File: src/rtl/spi_master_param.sv
// spi_master_param
//   Full-duplex SPI master with a configurable word width, sclk divider and
//   SPI mode. A word is taken on a start pulse and shifted out MSB-first on
//   mosi while miso is captured. The received word is presented on o_dout
//   together with a one-cycle o_done strobe.
//
// Parameters
//   WIDTH  bits per transfer (2..32)
//   DIV    system clocks per sclk half-period (>= 1)
//   CPOL   sclk idle level
//   CPHA   0: sample on the leading edge, 1: sample on the trailing edge
//
// Ports
//   i_clk      system clock, all logic on posedge
//   i_rst_n    synchronous active-low reset
//   i_start    transfer request, only honoured in IDLE
//   i_din      transmit word, captured on the accept cycle
//   i_miso     serial data from the slave
//   o_dout     last received word
//   o_done     one-cycle completion pulse
//   o_busy     high from the cycle after accept until done
//   o_mosi     serial data to the slave
//   o_sclk     serial clock (registered)
//   o_ss       active-low slave select
//
// Build option
//   SPI_MASTER_LOOPBACK_EN  when defined, the receive path samples the
//                           internal mosi register instead of i_miso.

module spi_master_param #(
    parameter int WIDTH = 8,
    parameter int DIV   = 2,
    parameter bit CPOL  = 1'b0,
    parameter bit CPHA  = 1'b0
) (
    input  logic             i_clk,
    input  logic             i_rst_n,
    input  logic             i_start,
    input  logic [WIDTH-1:0] i_din,
    input  logic             i_miso,
    output logic [WIDTH-1:0] o_dout,
    output logic             o_done,
    output logic             o_busy,
    output logic             o_mosi,
    output logic             o_sclk,
    output logic             o_ss
);

    localparam int EW = $clog2(2 * WIDTH);
    localparam int DW = (DIV > 1) ? $clog2(DIV) : 1;

    typedef enum logic [1:0] {
        IDLE  = 2'd0,
        SHIFT = 2'd1,
        HOLD  = 2'd2
    } state_t;

    state_t           r_state;
    logic [WIDTH-1:0] r_tx;
    logic [WIDTH-1:0] r_rx;
    logic [WIDTH-1:0] r_dout;
    logic [EW-1:0]    r_edge;
    logic [DW-1:0]    r_div;
    logic             r_sclk;
    logic             r_mosi;
    logic             r_ss;
    logic             r_busy;
    logic             r_done;

    logic w_rx_bit;
    logic w_div_hit;
    logic w_lead;
    logic w_last;

`ifdef SPI_MASTER_LOOPBACK_EN
    logic w_unused_miso;
    assign w_unused_miso = i_miso;
    assign w_rx_bit      = r_mosi;
`else
    assign w_rx_bit      = i_miso;
`endif

    assign w_div_hit = (r_div == DW'(DIV - 1));
    // Even edge counts are leading edges (first toggle away from CPOL).
    assign w_lead    = ~r_edge[0];
    assign w_last    = (r_edge == EW'(2 * WIDTH - 1));

    always_ff @(posedge i_clk) begin
        if (!i_rst_n) begin
            r_state <= IDLE;
            r_tx    <= '0;
            r_rx    <= '0;
            r_dout  <= '0;
            r_edge  <= '0;
            r_div   <= '0;
            r_sclk  <= CPOL;
            r_mosi  <= 1'b0;
            r_ss    <= 1'b1;
            r_busy  <= 1'b0;
            r_done  <= 1'b0;
        end else begin
            r_done <= 1'b0;
            case (r_state)
                IDLE: begin
                    // The done cycle itself is still IDLE; a held start is
                    // taken on the following cycle.
                    if (i_start && !r_done) begin
                        if (CPHA) begin
                            r_tx <= i_din;
                        end else begin
                            // Mode with CPHA=0 must have the MSB on the wire
                            // before the first (sampling) edge.
                            r_mosi <= i_din[WIDTH-1];
                            r_tx   <= i_din << 1;
                        end
                        r_rx    <= '0;
                        r_edge  <= '0;
                        r_div   <= '0;
                        r_ss    <= 1'b0;
                        r_busy  <= 1'b1;
                        r_state <= SHIFT;
                    end
                end

                SHIFT: begin
                    if (w_div_hit) begin
                        r_div  <= '0;
                        r_sclk <= ~r_sclk;
                        r_edge <= r_edge + EW'(1);
                        if (w_lead) begin
                            if (CPHA) begin
                                r_mosi <= r_tx[WIDTH-1];
                                r_tx   <= r_tx << 1;
                            end else begin
                                r_rx <= {r_rx[WIDTH-2:0], w_rx_bit};
                            end
                        end else begin
                            if (CPHA) begin
                                r_rx <= {r_rx[WIDTH-2:0], w_rx_bit};
                            end else if (!w_last) begin
                                r_mosi <= r_tx[WIDTH-1];
                                r_tx   <= r_tx << 1;
                            end
                        end
                        if (w_last) r_state <= HOLD;
                    end else begin
                        r_div <= r_div + DW'(1);
                    end
                end

                HOLD: begin
                    if (w_div_hit) begin
                        r_div   <= '0;
                        r_ss    <= 1'b1;
                        r_busy  <= 1'b0;
                        r_dout  <= r_rx;
                        r_done  <= 1'b1;
                        r_mosi  <= 1'b0;
                        r_state <= IDLE;
                    end else begin
                        r_div <= r_div + DW'(1);
                    end
                end

                default: r_state <= IDLE;
            endcase
        end
    end

    assign o_dout = r_dout;
    assign o_done = r_done;
    assign o_busy = r_busy;
    assign o_mosi = r_mosi;
    assign o_sclk = r_sclk;
    assign o_ss   = r_ss;

endmodule

File: config.mk
export PLATFORM = sky130hd
export DESIGN_NAME = spi_master_param
export DESIGN_NICKNAME = d
export VERILOG_FILES = /design/src/rtl/spi_master_param.sv
export SDC_FILE = /design/constraint.sdc
export NUM_CORES = 1
export LEC_CHECK = 0
export BUFFER_PORTS_ARGS = -buffer_cell sky130_fd_sc_hd__clkbuf_2
export CAP_MARGIN = 10
export CORE_ASPECT_RATIO = 2
export CORE_MARGIN = 10
export CORE_UTILIZATION = 33
export DETAILED_ROUTE_END_ITERATION = 16
export PLACE_DENSITY_LB_ADDON = 0.2
export SYNTH_ARGS = -nofsm -noshare
export SYNTH_HDL_FRONTEND = slang
export SYNTH_SLANG_ARGS = --single-unit
File: constraint.sdc
create_clock -name i_clk -period 2.15 [get_ports i_clk]
set_clock_uncertainty 0.1 [all_clocks]
set_input_delay 0.215 -clock i_clk [delete_from_list [all_inputs] [get_ports i_clk]]
set_output_delay 0.215 -clock i_clk [all_outputs]
set_load 0.005 [all_outputs]
# Word-level counts from Yosys, hierarchy flattened
# Cells that the tools add are included.
word_totals:
  elab_cells: 73
  ram_bits: 0
  latch_bits: 0
  rom_bits: 0
  regBits: 36
  n_memories: 0
  in_bits: 12
  out_inout_bits: 13
classes:
  bitwise: 1
  shift: 0
  addsub: 2
  n_eq_ne: 10
  reduce_logical: 18
  n_mul: 0
  n_lt_le_gt_ge: 0
  div: 0
  mux: 31
op_table:
  columns: ["cell", "count"]
  rows:
  - ["$mux W8", 7]
  - ["$pmux W8 S2", 2]
  - ["$ne A2 B2 Y1 const B", 7]
  - ["$mux W1", 10]
  - ["$mux W2", 4]
  - ["$mux W4", 2]
  - ["$pmux W4 S2", 1]
  - ["$reduce_and A2 Y1", 4]
  - ["$reduce_and A4 Y1", 2]
  - ["$pmux W1 S2", 3]
  - ["$pmux W2 S3", 1]
  - ["$reduce_and A3 Y1", 2]
  - ["$reduce_and A6 Y1", 1]
  - ["$reduce_bool A2 Y1", 3]
  - ["$reduce_and A5 Y1", 1]
  - ["$add A4 B1 Y4 const B", 1]
  - ["$eq A4 B4 Y1 const B", 1]
  - ["$pmux W1 S3", 1]
  - ["$reduce_bool A3 Y1", 1]
  - ["$eq A2 B1 Y1 const B", 1]
  - ["$eq A2 B2 Y1 const B", 1]
  - ["$logic_not A2 Y1", 1]
  - ["$reduce_or A2 Y1", 1]
  - ["$add A1 B1 Y1 const B", 1]
  - ["other kinds (3)", 3]

# Depth between registers and ports, before layout
logic_depth:
  word_depth: 5
  ltp_mapped: 8
  depth_no_buf: 6

# Least setup slack after synthesis
# OpenSTA, ideal clock, no wires.
synth_timing:
  path_type: "flip-flop to flip-flop"
  startpoint: "reg r_state[1]"
  endpoint: "reg r_state[0]"
  setup_slack_ns: 0.451
  synth_period_minus_slack_ns: 1.699
  path_buffers: 2
  t_arrival_ns: 1.471
  stages_incl_launch_ff: 8
  setup_time_ns: 0.128
  cell_sequence: "dfxtp_1 -> inv_1 -> ha_1 -> buf_6 -> buf_2 -> a221oi_2 -> mux2i_1 -> nor2_1"
synth_via:
  elab_chain_cells: 3
  word_cells_on_any_way: 9
  classes_between: "eq/ne (6); mux (1); reduce/logical (2)"
synth_lines:
  columns: ["item", "line_no", "source"]
  rows:
  - ["start: declaration", "58", "state_t r_state;"]
  - ["start signal: assignment", "90", "r_state <= IDLE;"]
  - ["start signal: assignment", "121", "r_state <= SHIFT;"]
  - ["start signal: assignment", "145", "if (w_last) r_state <= HOLD;"]
  - ["$eq A2 B1 Y1, or another cell as far along", "103", "case (r_state)"]
  - ["$ne A2 B2 Y1 (no source line)", null, null]
  - ["$reduce_and A4 Y1 (no source line)", null, null]
# Several ways; a longest one is shown, not always the timed one.
# A chain may end at the register's enable or synchronous reset.

# Worst setup path after layout
layout_timing:
  startpoint: "reg r_state[1]"
  endpoint: "reg r_edge[0]"
layout_via:
  elab_chain_cells: 3
  word_cells_on_any_way: 7
  classes_between: "eq/ne (3); mux (1); reduce/logical (3)"
layout_lines:
  columns: ["item", "line_no", "source"]
  rows:
  - ["$eq A2 B1 Y1 or $logic_not A2 Y1 (tied branches)", "103", null]
  - ["$ne A2 B2 Y1 (no source line) or $reduce_bool A2 Y1 (tied branches)", null, null]
  - ["$reduce_and A3 Y1 (no source line)", null, null]
  - ["end signal: assignment", "129", "r_edge <= r_edge + EW'(1);"]
  - ["end: declaration", "62", "logic [EW-1:0] r_edge;"]
# Several ways; a longest one is shown, not always the timed one.

==> impl_metrics.env <==
export IMPL_status="finished clean"
export IMPL_grt_pass1_wl_um=6150
export IMPL_nFillCells=543
export IMPL_io_buffers=24
export IMPL_area_growth_pct=14.5
export IMPL_irDropWorstVdd_uv=488
export IMPL_drv_slew=0
export IMPL_crit_path_top_delay_cell="dfxtp_1"
export IMPL_cts_sinks=35
export IMPL_fin_crit_sh=0.912
export IMPL_insertedDiodeCount=0
export IMPL_ys_seq_area_frac=0.400
export IMPL_cp_data_required_time_ns=2.19
export IMPL_path_clk_slew_ns=0.07
export IMPL_r2r_slack_ns=0.19
export IMPL_gp_congestion=0.711
export IMPL_tightestPinTransition_ns=0.787
export IMPL_crit_path_cell_trace="inv_1, ha_1, mux2i_2, buf_4, a21oi_1, mux2i_1, nor2_1"
export IMPL_wl_per_cell_um=13.3
export IMPL_syn_inst=190
export IMPL_htreeDepth=2
export IMPL_synthTopCellsByArea="dfxtp_1, mux2i_1, nand2_1"
export IMPL_cp_max_fo=10
export IMPL_critPathKind="reg2reg"
export IMPL_cts_resized=0
export IMPL_syn_avg_cell_area_um2=9.23
export IMPL_yosysTopAreaCellShare=0.400
export IMPL_clockBufferDepth=2
export IMPL_yosysTopAreaCell="dfxtp_1"
export IMPL_nNetsFinal=234
export IMPL_relSlewSlack=0.475
export IMPL_hpwlAfterDp_um=2780
export IMPL_drtAntennaViolNets=0
export IMPL_place_ws_ns=0.131
export IMPL_grt_max_degree=25
export IMPL_hold_buffers=0
export IMPL_ys_warn_count=0
export IMPL_fin_setup_tns_ns=0
export IMPL_routed_via_density=4.81
export IMPL_maxClockFrequency_mhz=510
export IMPL_vias=1317
export IMPL_die_w_um=71.5
export IMPL_hold_class="in2reg"
export IMPL_finalWirelength_um=3650
export IMPL_initial_core_util=0.341
export IMPL_p_per_area_nw_per_um2=1180
export IMPL_ys_ff_latch=35
export IMPL_grt_overflow=0
export IMPL_row_count=37
export IMPL_grt_pass1_vias=1333
export IMPL_path_delay_family="multiplexers"
export IMPL_clk_latency_ns=0.28
export IMPL_synth_cell_type_count=34
export IMPL_drv_cap=0
export IMPL_stdcell_count=274
export IMPL_die_y_um=123
export IMPL_max_stage_delay_ns=0.37
export IMPL_leakage_uw=0.000861
export IMPL_start_kind="register"
export IMPL_min_period_ns=1.96
export IMPL_cp_num_buf_inv=2
export IMPL_rsz0062_at_grt="no"
export IMPL_setup_violations=0
export IMPL_ios=25
export IMPL_finalWorstSetupSlack_ns=0.190
export IMPL_core_area_um2=5140
export IMPL_cp_arrival_ns=2.00
export IMPL_syn_area_um2=1750
export IMPL_drive_gt1_frac=0.255
export IMPL_cts_setup_buffers=0
export IMPL_hold_viol_final=0
export IMPL_cts_tree="done"
export IMPL_multi_input_area_um2=953
export IMPL_grtUsageTotal=0.0855
export IMPL_dr_pass1_iters=4
export IMPL_numCtsBuffers=5
export IMPL_regArea_um2=701
export IMPL_drt_initial_drc_count=34
export IMPL_remaining_drc_errors=0
export IMPL_worstSetupEndpointType="register"
export IMPL_cts_root_buf="clkbuf_8"
export IMPL_dp_cells=266
export IMPL_dieArea_um2=8800
export IMPL_synth_nets=209
export IMPL_antenna_found_initial=0
[state kept, by name, summed over array words and instances (netlist names)]
| signal | cells |
|---|---|
| o_dout | 8 |
| o_done | 1 |
| r_state | 2 |
| o_sclk | 1 |
| o_ss | 1 |
| r_div | 1 |
| r_tx | 7 |
| r_rx | 8 |
| r_edge | 4 |
| o_mosi | 1 |
| o_busy | 1 |
[cells in the mapped netlist (all sizes together)]
master  number
nand2b       4
o21ai        2
a211oi       3
a221oi       1
xnor2        2
inv          5
a311oi       1
a21bo        1
nand3       10
dfxtp       35
a22oi        1
o21ba        1
mux2         7
and4         1
mux2i       21
and2         9
clkbuf       3
nand2       24
a21oi       15
a31oi        1
o21a         1
nor2b        3
buf         11
ha           7
xor2         1
nand3b       2
nor2        18
[kinds of logic (layout without fill, tap and decap cells)]
group	count (synthesis)	in the layout	synth area share
AND/OR/NAND/NOR	71	71	0.199
flip-flops	35	35	0.400
multiplexers	28	28	0.167
AO/OA/AOI/OAI	27	27	0.111
buffers and inverters	19	45	0.0578
adder cells (fa/ha/maj)	7	7	0.0500
XOR/XNOR	3	3	0.0150
[worst register-to-register path, stage by stage, from the launching register on]
cell	delay [ns]
dfxtp_1	0.37
inv_1	0.10
ha_1	0.34
mux2i_2	0.21
buf_4	0.17
a21oi_1	0.24
mux2i_1	0.23
nor2_1	0.05
[layer usage]
layer	track usage	share of wire	vias to the layer above
met4	0.0474	0.024	0
li1	-	-	682
met3	0.0209	0.024	7
met2	0.166	0.57	14
met1	0.0767	0.38	614
met5	0	0	-
[report_power, final]
part           internal, µW  switching, µW
Clock                   227            228
Combinational           540            539
Sequential              750           81.2
Total                  1520            848
[layout by cell type (no fill, tap or decap)]
cell,n
dfxtp_1,35
nand2_1,24
clkbuf_2,24
mux2i_1,20
nor2_1,18
a21oi_1,15
nand3_1,10
and2_1,9
buf_4,8
mux2_2,7
ha_1,7
inv_1,5
clkbuf_8,5
nand2b_1,2
nand3b_1,2
o21ai_0,2
a211oi_2,2
xnor2_1,2
nor2b_1,2
clkbuf_1,2
nand2b_4,1
a22oi_1,1
o21ba_1,1
a221oi_2,1
mux2i_2,1
nor2b_4,1
and4_4,1
a211oi_4,1
nand2b_2,1
xor2_1,1
a31oi_1,1
a311oi_1,1
a21bo_2,1
o21a_1,1
clkinv_2,1
[path summary, 6_finish.rpt]
check | start | endpoint | cells past startpoint
worst max-delay path | r_state[1] | r_edge[0] | 7
worst min-delay path | i_din[0] | r_tx[1] | 3
worst max register to register | r_state[1] | r_edge[0] | 7
worst min register to register | o_dout[3] | o_dout[3] | 2
[per-stage QoR]
stage | total power (µW) | hold WS, ns | utilization | cell area, µm²
global placement | 1930 | 0.345 | 0.374 | 1920
floorplan | 1710 | 0.281 | - | 1750
CTS | 2400 | 0.101 | 0.390 | 2000
detailed placement | 1940 | 0.350 | 0.374 | 1920
finish | 2370 | 0.110 | 0.391 | 2010
global route | 2540 | 0.0940 | 0.391 | 2010
[layout make-up]
cell class | count | area share
Tap cell | 58 | 0.0362
Sequential cell | 35 | 0.349
Clock inverter | 1 | 0.00249
Multi-Input combinational cell | 136 | 0.475
Clock buffer | 7 | 0.0380
Inverter | 5 | 0.00935
Timing Repair Buffer | 32 | 0.0898
Power figures use the tool's default switching activity.
